===== src/rtl/snake_body_tracker.sv =====
// Snake segment list: advances one cell per move tick, grows after an apple,
// and stops in DEAD on a wall or self collision.
module snake_body_tracker #(
    parameter int MAX_LEN  = 50,
    parameter int INIT_LEN = 3
) (
    input  logic                    clk,
    input  logic                    reset,
    input  logic                    s_reset,
    input  logic                    start,
    input  logic                    move_tick,
    input  logic [1:0]              dir,
    input  logic                    goodColl,
    output logic [MAX_LEN-1:0][7:0] body,
    output logic [3:0]              x,
    output logic [3:0]              y,
    output logic [5:0]              length,
    output logic                    badColl,
    output logic                    running
);

    typedef enum logic [1:0] {IDLE, RUN, DEAD} state_t;

    localparam logic [1:0] UP    = 2'b00;
    localparam logic [1:0] DOWN  = 2'b01;
    localparam logic [1:0] LEFT  = 2'b10;
    localparam logic [1:0] RIGHT = 2'b11;

    function automatic logic [MAX_LEN-1:0][7:0] init_body();
        logic [MAX_LEN-1:0][7:0] b;
        b = '0;
        for (int i = 0; i < INIT_LEN; i++) b[i] = {4'd4, 4'(7 - i)};
        return b;
    endfunction

    state_t                  state_q;
    logic [1:0]              cur_dir_q;
    logic [5:0]              len_q;
    logic [MAX_LEN-1:0][7:0] body_q;
    logic                    grow_pend_q;
    logic                    running_q;
    logic                    bad_q;

    logic [1:0]              dir_d;
    logic [MAX_LEN-1:0][7:0] body_d;
    logic [5:0]              len_d;
    logic                    grow;
    logic                    wall;
    logic                    hit;
    logic [3:0]              hx, hy, nx, ny;
    logic [7:0]              nh;

    always_comb begin
        // Up/down and left/right differ only in bit 0, so a reversal is cur_dir ^ 1.
        dir_d = cur_dir_q;
        if (state_q == RUN && dir != (cur_dir_q ^ 2'b01)) dir_d = dir;

        grow = grow_pend_q | goodColl;
        hx   = body_q[0][7:4];
        hy   = body_q[0][3:0];
        nx   = hx;
        ny   = hy;
        wall = 1'b0;
        case (dir_d)
            UP:      begin wall = (hy == 4'd0);  ny = hy - 4'd1; end
            DOWN:    begin wall = (hy == 4'd15); ny = hy + 4'd1; end
            LEFT:    begin wall = (hx == 4'd0);  nx = hx - 4'd1; end
            default: begin wall = (hx == 4'd15); nx = hx + 4'd1; end
        endcase
        nh = {nx, ny};

        // The tail cell is vacated this tick unless the snake grows.
        hit = 1'b0;
        for (int i = 0; i < MAX_LEN; i++) begin
            if (body_q[i] == nh &&
                (i < int'(len_q) - 1 || (grow && i < int'(len_q))))
                hit = 1'b1;
        end

        len_d  = (grow && len_q < 6'(MAX_LEN)) ? len_q + 6'd1 : len_q;
        body_d = {body_q[MAX_LEN-2:0], nh};
        for (int i = 0; i < MAX_LEN; i++) begin
            if (i >= int'(len_d)) body_d[i] = 8'h00;
        end
    end

    always_ff @(posedge clk or negedge reset) begin
        if (!reset) begin
            state_q     <= IDLE;
            cur_dir_q   <= DOWN;
            len_q       <= 6'(INIT_LEN);
            body_q      <= init_body();
            grow_pend_q <= 1'b0;
            running_q   <= 1'b0;
            bad_q       <= 1'b0;
        end else if (s_reset) begin
            state_q     <= IDLE;
            cur_dir_q   <= DOWN;
            len_q       <= 6'(INIT_LEN);
            body_q      <= init_body();
            grow_pend_q <= 1'b0;
            running_q   <= 1'b0;
            bad_q       <= 1'b0;
        end else begin
            case (state_q)
                IDLE: begin
                    if (start) begin
                        state_q   <= RUN;
                        running_q <= 1'b1;
                    end
                end
                RUN: begin
                    cur_dir_q <= dir_d;
                    if (move_tick) begin
                        if (wall || hit) begin
                            state_q   <= DEAD;
                            running_q <= 1'b0;
                            bad_q     <= 1'b1;
                        end else begin
                            body_q      <= body_d;
                            len_q       <= len_d;
                            grow_pend_q <= 1'b0;
                        end
                    end else if (goodColl) begin
                        grow_pend_q <= 1'b1;
                    end
                end
                DEAD: ;
                default: state_q <= IDLE;
            endcase
        end
    end

    assign body    = body_q;
    assign x       = body_q[0][7:4];
    assign y       = body_q[0][3:0];
    assign length  = len_q;
    assign badColl = bad_q;
    assign running = running_q;

endmodule


===== config.mk =====
export PLATFORM = sky130hd
export DESIGN_NAME = snake_body_tracker
export DESIGN_NICKNAME = d
export VERILOG_FILES = /design/src/rtl/snake_body_tracker.sv
export SDC_FILE = /design/constraint.sdc
export NUM_CORES = 1
export LEC_CHECK = 0
export BUFFER_PORTS_ARGS = -buffer_cell sky130_fd_sc_hd__buf_4
export CAP_MARGIN = 5
export CORE_MARGIN = 2
export CORE_UTILIZATION = 45
export DETAILED_ROUTE_END_ITERATION = 10
export PLACE_DENSITY = 0.66
export SLEW_MARGIN = 20
export SYNTH_ARGS = -nofsm -noshare
export SYNTH_HDL_FRONTEND = slang
export SYNTH_SLANG_ARGS = --single-unit

===== constraint.sdc =====
create_clock -name clk -period 8 [get_ports clk]
set_clock_uncertainty 0.05 [all_clocks]
set_input_delay 0.4 -clock clk [delete_from_list [all_inputs] [get_ports clk]]
set_output_delay 0.4 -clock clk [all_outputs]
set_load 0.005 [all_outputs]

### After elaboration in Yosys (flattened, before gate mapping)

Index checks and enable logic that the tools add are counted.
Widths: inputs -> output; s select.

* add/sub/neg operators: 6
* $lt $le $gt $ge: 151
* equality and inequality tests: 63
* multiplexer cells: 134
* bitwise logic cells: 2
* reductions and logical operators: 168

Operators by type and width (count)
* $mux 400: 4
* $eq 8x8->1: 50
* $mux 8: 50
* $lt 7x7->1 const A: 18
* $lt 6x7->1 const A: 16
* $ge 6x6->1 const A: 18
* $lt 6x6->1 const A: 18
* $logic_and 1x1->1: 102
* $ge 5x6->1 const A: 16
* $lt 5x6->1 const A: 16
* $mux 1: 63
* $lt 5x7->1 const A: 8
* $logic_or 1x1->1: 51
* $ge 4x6->1 const A: 8
* $lt 4x6->1 const A: 8
* $mux 6: 5
* $lt 4x7->1 const A: 4
* $ge 3x6->1 const A: 4
* $lt 3x6->1 const A: 4
* $pmux 4 s2: 2
* $lt 3x7->1 const A: 2
* $mux 2: 7
* $ge 1x6->1 const A: 2
* $ge 2x6->1 const A: 2
* 28 further kinds: 46

* register bits after elaboration: 413
* bits of input ports: 8
* output and inout port bits: 416

### Depth between registers and ports, before layout

* depth in word-level cells: 64
* gate-level depth with buffers: 30

### Worst setup path before layout

OpenSTA, ideal clock, no wires.

* kind: flip-flop to flip-flop
* start point: register state_q[1]
* end point: register body_q (netlist bit body[171])
* arrival time: 5.981 ns
* path slack: 1.828 ns
* stages on the path, launching flop included: 30
* path buffers: 12
* clock period less this slack: 6.172 ns
* path through: dfrtp_1 -> nand2b_1 -> clkbuf_1 -> a21oi_4 -> buf_2 -> buf_2 -> buf_1 -> clkbuf_1 -> nand2_1 -> inv_1 -> fa_1 -> buf_1 -> inv_1 -> o211ai_1 -> a21boi_2 -> buf_2 -> buf_2 -> buf_4 -> xnor2_1 -> nor4_1 -> nand4_1 -> o211ai_1 -> a2111oi_0 -> nand4b_1 -> or4_4 -> buf_6 -> buf_2 -> buf_1 -> nand3_1 -> o31ai_1

* cells in the longest elaborated chain, start to end: 61
* elaborated cells on any way between the ends: 164

RTL lines
* start: declaration: RTL line 36 `state_t state_q;`
* start signal: assignment: RTL line 89 `state_q <= IDLE;`
* start signal: assignment: RTL line 97 `state_q <= IDLE;`
* start signal: assignment: RTL line 108 `state_q <= RUN;`
* $eq 2x1->1 (*): RTL line 56, 105
* $logic_and 1x1->1: RTL line 56 `if (state_q == RUN && dir != (cur_dir_q ^ 2'b01)) dir_d = dir;`
* $mux 2: RTL line 56
* $eq 2x1->1 or $logic_not 2->1 (tied branches): RTL line 64 `case (dir_d)`
* $reduce_or 2->1 (no line)
* $pmux 4 s2: RTL line 64
* $eq 8x8->1: RTL line 75 `if (body_q[i] == nh &&`
* $logic_and 1x1->1: RTL line 75
* $mux 1 (50 in a row): RTL line 75
* $logic_or 1x1->1: RTL line 115 `if (wall || hit) begin`
* $ne 2x2->1 (no line)
* $reduce_and 3->1 (no line) (*)
* end signal: assignment: RTL line 92 `body_q <= init_body();`
* end signal: assignment: RTL line 100 `body_q <= init_body();`
* end signal: assignment: RTL line 120 `body_q <= body_d;`
* end: declaration: RTL line 39 `logic [MAX_LEN-1:0][7:0] body_q;`

Every way passes the cells marked *; elsewhere a longest branch is shown, timed or not.
A chain may end at the register's enable or synchronous reset.

### Final worst setup path

* start point: register cur_dir_q[1]
* end point: register body_q (netlist bit body[394])

* cells in the longest elaborated chain, start to end: 61
* elaborated cells on any way between the ends: 163

RTL lines
* start: declaration: RTL line 37 `logic [1:0] cur_dir_q;`
* start signal: assignment: RTL line 113 `cur_dir_q <= dir_d;`
* $ne 2x2->1: RTL line 56
* $logic_and 1x1->1: RTL line 56
* $mux 2 (*): RTL line 56
* $eq 2x1->1 or $logic_not 2->1 (tied branches): RTL line 64
* $reduce_or 2->1 (no line)
* $pmux 4 s2: RTL line 64
* $eq 8x8->1: RTL line 75
* $logic_and 1x1->1: RTL line 75
* $mux 1 (50 in a row): RTL line 75
* $logic_or 1x1->1 (*): RTL line 115
* $ne 2x2->1 (no line) (*)
* $reduce_and 3->1 (no line) (*)

Marks and branches as above.

==> results <==
- The number of DRC violations after detailed-routing iteration 0 is 3,903.
- The overall die height is 250 um.
- TritonCTS built the clock tree.
- Traced cell by cell, the critical path runs through xor2_2, a21bo_2, nand2_1, nor2_1, xor2_1, ha_1, or2_2, nor2_1, a21boi_0, mux2i_4, buf_4, xor2_1, or4_1, o32ai_1, or4_1, a2111o_1, nor4_2, buf_4, buf_4, and3_1, a31o_1.
- The maximum resistive drop on vdd is 163 uV.
- The deepest level of the CTS H-tree is 2.
- No sink is reached through more buffers than the 3 on the longest clock path.
- The count of nets left with antenna violations once routing finished came out at 0.
- The count of boundary I/O pins is 424.
- Using the TritonRoute via totals, the vias-per-cell ratio works out to 6.81.
- The final worst-path setup slack is 0.154 ns.
- The flip-flop and latch count after synthesis is 413.
- The initial cell density of the core is 0.453.
- The floorplan has 90 rows.
- The synthesized netlist contains 99 unique library cells.
- Power spread over the standard cell area amounts to 220 nW/um^2.
- For this run, the post-layout net count is 3,402.
- Entering global routing, the biggest net connects 151 pins.
- The worst slew slack as a fraction of its limit is 0.190.
- Fill cells in the final layout number 5,564.
- The buffers plus inverters on the worst setup path is 3.
- The floorplan step defined a core boundary enclosing 60,000 um^2.
- The final-report hold violation count is 0.
- The post-CTS clock slew at the launch and capture registers of the worst setup and hold paths is 0.06 ns.
- At the worst endpoint, the required time is 8.48 ns.
- Counting the buffers created by CTS gives 48.
- The transition time of the tightest slew-check pin is 1.21 ns.
- The library cell contributing the largest single delay on the critical path is sky130_fd_sc_hd__dfrtp_1.
- The most common flop cell mapped by yosys is sky130_fd_sc_hd__dfrtp_1.
- The final period demand of the worst path is 7.85 ns.
- The Yosys step of the flow raised 0 warnings.
- The setup check on the worst reg-to-reg path leaves a slack of 0.15 ns.
- The first detailed-routing pass ran for 6 iterations.
- The final-report max-slew violation count is 0.
- The final weighted congestion in routability-driven placement is 1.03.
- Counting every net in the synthesized netlist gives 3,089.
- The number of DRC violations after detailed routing is 0.
- The overall routing resource usage is 0.442.
- The pre-CTS setup slack is 0.614 ns.
- Dividing the detail-routed wire length by the instance count gives 33.6 um.
- Summed over all layers, the global routing overflow is 0.
- The maximum net fanout on the critical path is 54.
- The part of the cycle the worst path needs is 0.981.
- The detailed placer's ending HPWL is 103,000 um.
- Counting every instance in the synthesized netlist gives 3,074.
- The wire length of the first global-routing pass is 202,000 um.
- For this run, the top clock speed supported by timing is 0.127 GHz.
- For this block, the routed nets add up to 141,000 um of wire.
- Setup violations remaining at the end of the flow were counted as 0.
- The setup path with the least slack is of type flip-flop to flip-flop.
- The most prevalent standard cell on the critical path is sky130_fd_sc_hd__buf_4.
- The total number of vias is 28,600.
- The cell family contributing the most delay on the critical path is simple AND/OR/NAND/NOR gates.
- The count of buffers added on input and output ports is 423.
- The number of global-route vias before repair was 27,200.
- The sort of element at the end of the critical path is a flip-flop.
- The type of origin of the critical path is a flip-flop.
- Data arrives at the worst endpoint at 8.33 ns.
- The initial antenna violation count is 4.
- In this run the cell area of the synthesized design comes to 27,200 um^2.
- The die covers 62,400 um^2.
- The setup TNS is 0 ns.
- The async set-reset flop share out of synthesis is 1.00.
- The floorplan step set the die width to 250 um.
- For this run, the register share of the synthesized area comes to 0.381.
- The share of final-layout standard cells stronger than drive strength 1 is 0.210.
- The per-instance average area after synthesis is 8.85 um^2.
- Setup repair after global routing left no endpoint under its margin.
- The count of flip-flops with a built-in enable after synthesis is 0.
- The class of the tightest hold or removal check is input pin to flip-flop.
- The delay of the slowest cell on the worst path is 0.68 ns.
- The tree built by TritonCTS fans out to 413 sinks.
- The run finished with clean final reports.
- The synthesis-to-finish area growth is 20.5%.
- The analysis attributes to cell leakage a power of 14.9 nW.
- The tool flagged a number of max-cap violations equal to 0.
- The later pin in the worst-skew pair is clocked with a latency of 0.64 ns.
- The cell at the root of the clock tree is sky130_fd_sc_hd__clkbuf_16.
## tightest hold or removal path, stage by stage
cell and delay, ns:
sky130_fd_sc_hd__buf_4 0.13, sky130_fd_sc_hd__nand2b_1 0.07, sky130_fd_sc_hd__a211oi_1 0.07
## cell families (layout without fill, tap and decap cells)
family,Yosys count,after routing,synth area share
muxes,18,18,0.00879
other,0,2,0
DFF,413,413,0.381
buffers and inverters,304,652,0.0499
AOI/OAI and AO/OA,704,704,0.185
xor gates and xnor gates,432,432,0.154
and+or+nand+nor,1196,1196,0.219
adders and majority gates,7,7,0.00350
## sequential cells by signal, indices dropped and copies added, names as in the netlist
register / cells
length: 6
cur_dir_q: 2
badColl: 1
running: 1
body: 400
state_q: 2
grow_pend_q: 1
## synthesized netlist by cell type (8+ instances only)
master / count / area, um^2
sky130_fd_sc_hd__nand2b_1: 16 / 100
sky130_fd_sc_hd__a31o_1: 81 / 709
sky130_fd_sc_hd__buf_4: 15 / 113
sky130_fd_sc_hd__o32ai_1: 8 / 70.1
sky130_fd_sc_hd__xnor2_1: 284 / 2490
sky130_fd_sc_hd__nand2_1: 292 / 1100
sky130_fd_sc_hd__a221oi_1: 12 / 105
sky130_fd_sc_hd__mux2i_1: 10 / 100
sky130_fd_sc_hd__o21ai_0: 128 / 641
sky130_fd_sc_hd__a21oi_1: 111 / 556
sky130_fd_sc_hd__nand4_1: 35 / 219
sky130_fd_sc_hd__buf_6: 9 / 101
sky130_fd_sc_hd__a21o_1: 9 / 67.6
sky130_fd_sc_hd__xnor3_1: 27 / 608
sky130_fd_sc_hd__o211ai_1: 24 / 180
sky130_fd_sc_hd__buf_2: 73 / 365
sky130_fd_sc_hd__buf_1: 40 / 150
sky130_fd_sc_hd__and2_1: 8 / 50.1
sky130_fd_sc_hd__inv_1: 25 / 93.8
sky130_fd_sc_hd__dfstp_2: 13 / 342
sky130_fd_sc_hd__nand3_1: 401 / 2010
sky130_fd_sc_hd__nor3_1: 73 / 365
sky130_fd_sc_hd__nand3b_1: 14 / 105
sky130_fd_sc_hd__dfrtp_1: 400 / 10000
sky130_fd_sc_hd__xor2_1: 118 / 1030
sky130_fd_sc_hd__o2111ai_1: 18 / 158
sky130_fd_sc_hd__or4_1: 17 / 128
sky130_fd_sc_hd__nor2_1: 131 / 492
sky130_fd_sc_hd__o22ai_1: 15 / 93.8
sky130_fd_sc_hd__nor4_1: 31 / 194
sky130_fd_sc_hd__a2111oi_0: 19 / 166
sky130_fd_sc_hd__a22o_1: 8 / 70.1
sky130_fd_sc_hd__a31o_2: 46 / 403
sky130_fd_sc_hd__o31ai_1: 66 / 495
sky130_fd_sc_hd__a211oi_1: 38 / 285
sky130_fd_sc_hd__o21a_1: 9 / 67.6
sky130_fd_sc_hd__a31oi_1: 28 / 175
sky130_fd_sc_hd__or3_1: 21 / 131
sky130_fd_sc_hd__clkbuf_1: 138 / 518
sky130_fd_sc_hd__and3_1: 118 / 738
## per-layer routing
layer | part of all wire | wire length [um] | GRT usage | up-vias
met2 | 0.43 | 61000 | 0.654 | 2075
met5 | 0.000078 | 11 | 0 | -
li1 | - | - | - | 11800
met4 | 0.070 | 9890 | 0.266 | 2
met1 | 0.39 | 55000 | 0.592 | 14300
met3 | 0.11 | 15600 | 0.0978 | 435
## through the flow
stage / instances / hold slack [ns] / util / total power [mW] / area [um^2]
3_5_place_dp: 4118 / 0.313 / 0.520 / 4.92 / 31200
3_3_place_gp: 4118 / 0.309 / 0.520 / 4.90 / 31200
6_report: 4206 / 0.0398 / 0.546 / 7.20 / 32800
4_1_cts: 4204 / 0.0258 / 0.546 / 7.09 / 32800
2_1_floorplan: 3074 / 0.0544 / - / 3.86 / 27200
5_1_grt: 4204 / 0.0327 / 0.546 / 7.37 / 32800
## area by class of cell
cell class | instances | area (um^2) | area share
antenna | 2 | 5.00 | 0.000153
sequential | 413 | 10400 | 0.316
timing repair buffer | 538 | 4160 | 0.127
tap | 782 | 978 | 0.0299
clock buffer | 74 | 1420 | 0.0433
inverter | 29 | 116 | 0.00355
multi-input combinational | 2357 | 15600 | 0.476
clock inverter | 11 | 126 | 0.00386
## worst paths after layout
path,start,end,cells after the start
max in group asynchronous,reset,body[229]$_DFFE_PN0P_,3
worst min-delay path,start,state_q[0]$_DFFE_PN0P_,3
worst max register to register,cur_dir_q[1]$_DFFE_PN0N_,body[394]$_DFFE_PN0P_,21
worst max-delay path,cur_dir_q[1]$_DFFE_PN0N_,body[394]$_DFFE_PN0P_,21
worst min register to register,body[16]$_DFFE_PN1P_,body[16]$_DFFE_PN1P_,2
min in group asynchronous,reset,body[29]$_DFFE_PN0P_,2
## report_power, final
group | internal, mW | switching [mW]
Sequential | 2.11 | 0.0521
Combinational | 0.917 | 1.92
Clock | 1.23 | 0.966
## cell usage in the layout (no fill, tap or decap), drive strengths merged, types with 10 or more instances in the layout
cell type,count
buf,537
xor2,119
a31o,127
clkbuf,74
nor2,133
o21a,10
o311ai,11
or4,18
a211oi,39
a21oi,112
xnor3,27
mux2i,11
a31oi,28
dfstp,13
nand3,401
o22ai,15
nand3b,14
clkinv,12
nor4,32
nor3,73
o2111ai,18
nand4,35
or3,21
nand2,293
nand2b,16
inv,27
and3,119
xnor2,286
a221oi,13
o31ai,67
a2111oi,20
o211ai,25
o21ai,131
dfrtp,400
## timing repair
| action | in CTS | in global routing |
|---|---|---|
| hold buffers | 1 | 0 |
| resized for setup | 0 | 2 |
| setup buffers | 0 | 0 |
| setup endpoints to repair | 0 | 64 |
| hold endpoints to repair | 54 | 0 |
No activity file was read; power rests on OpenSTA's default activity.
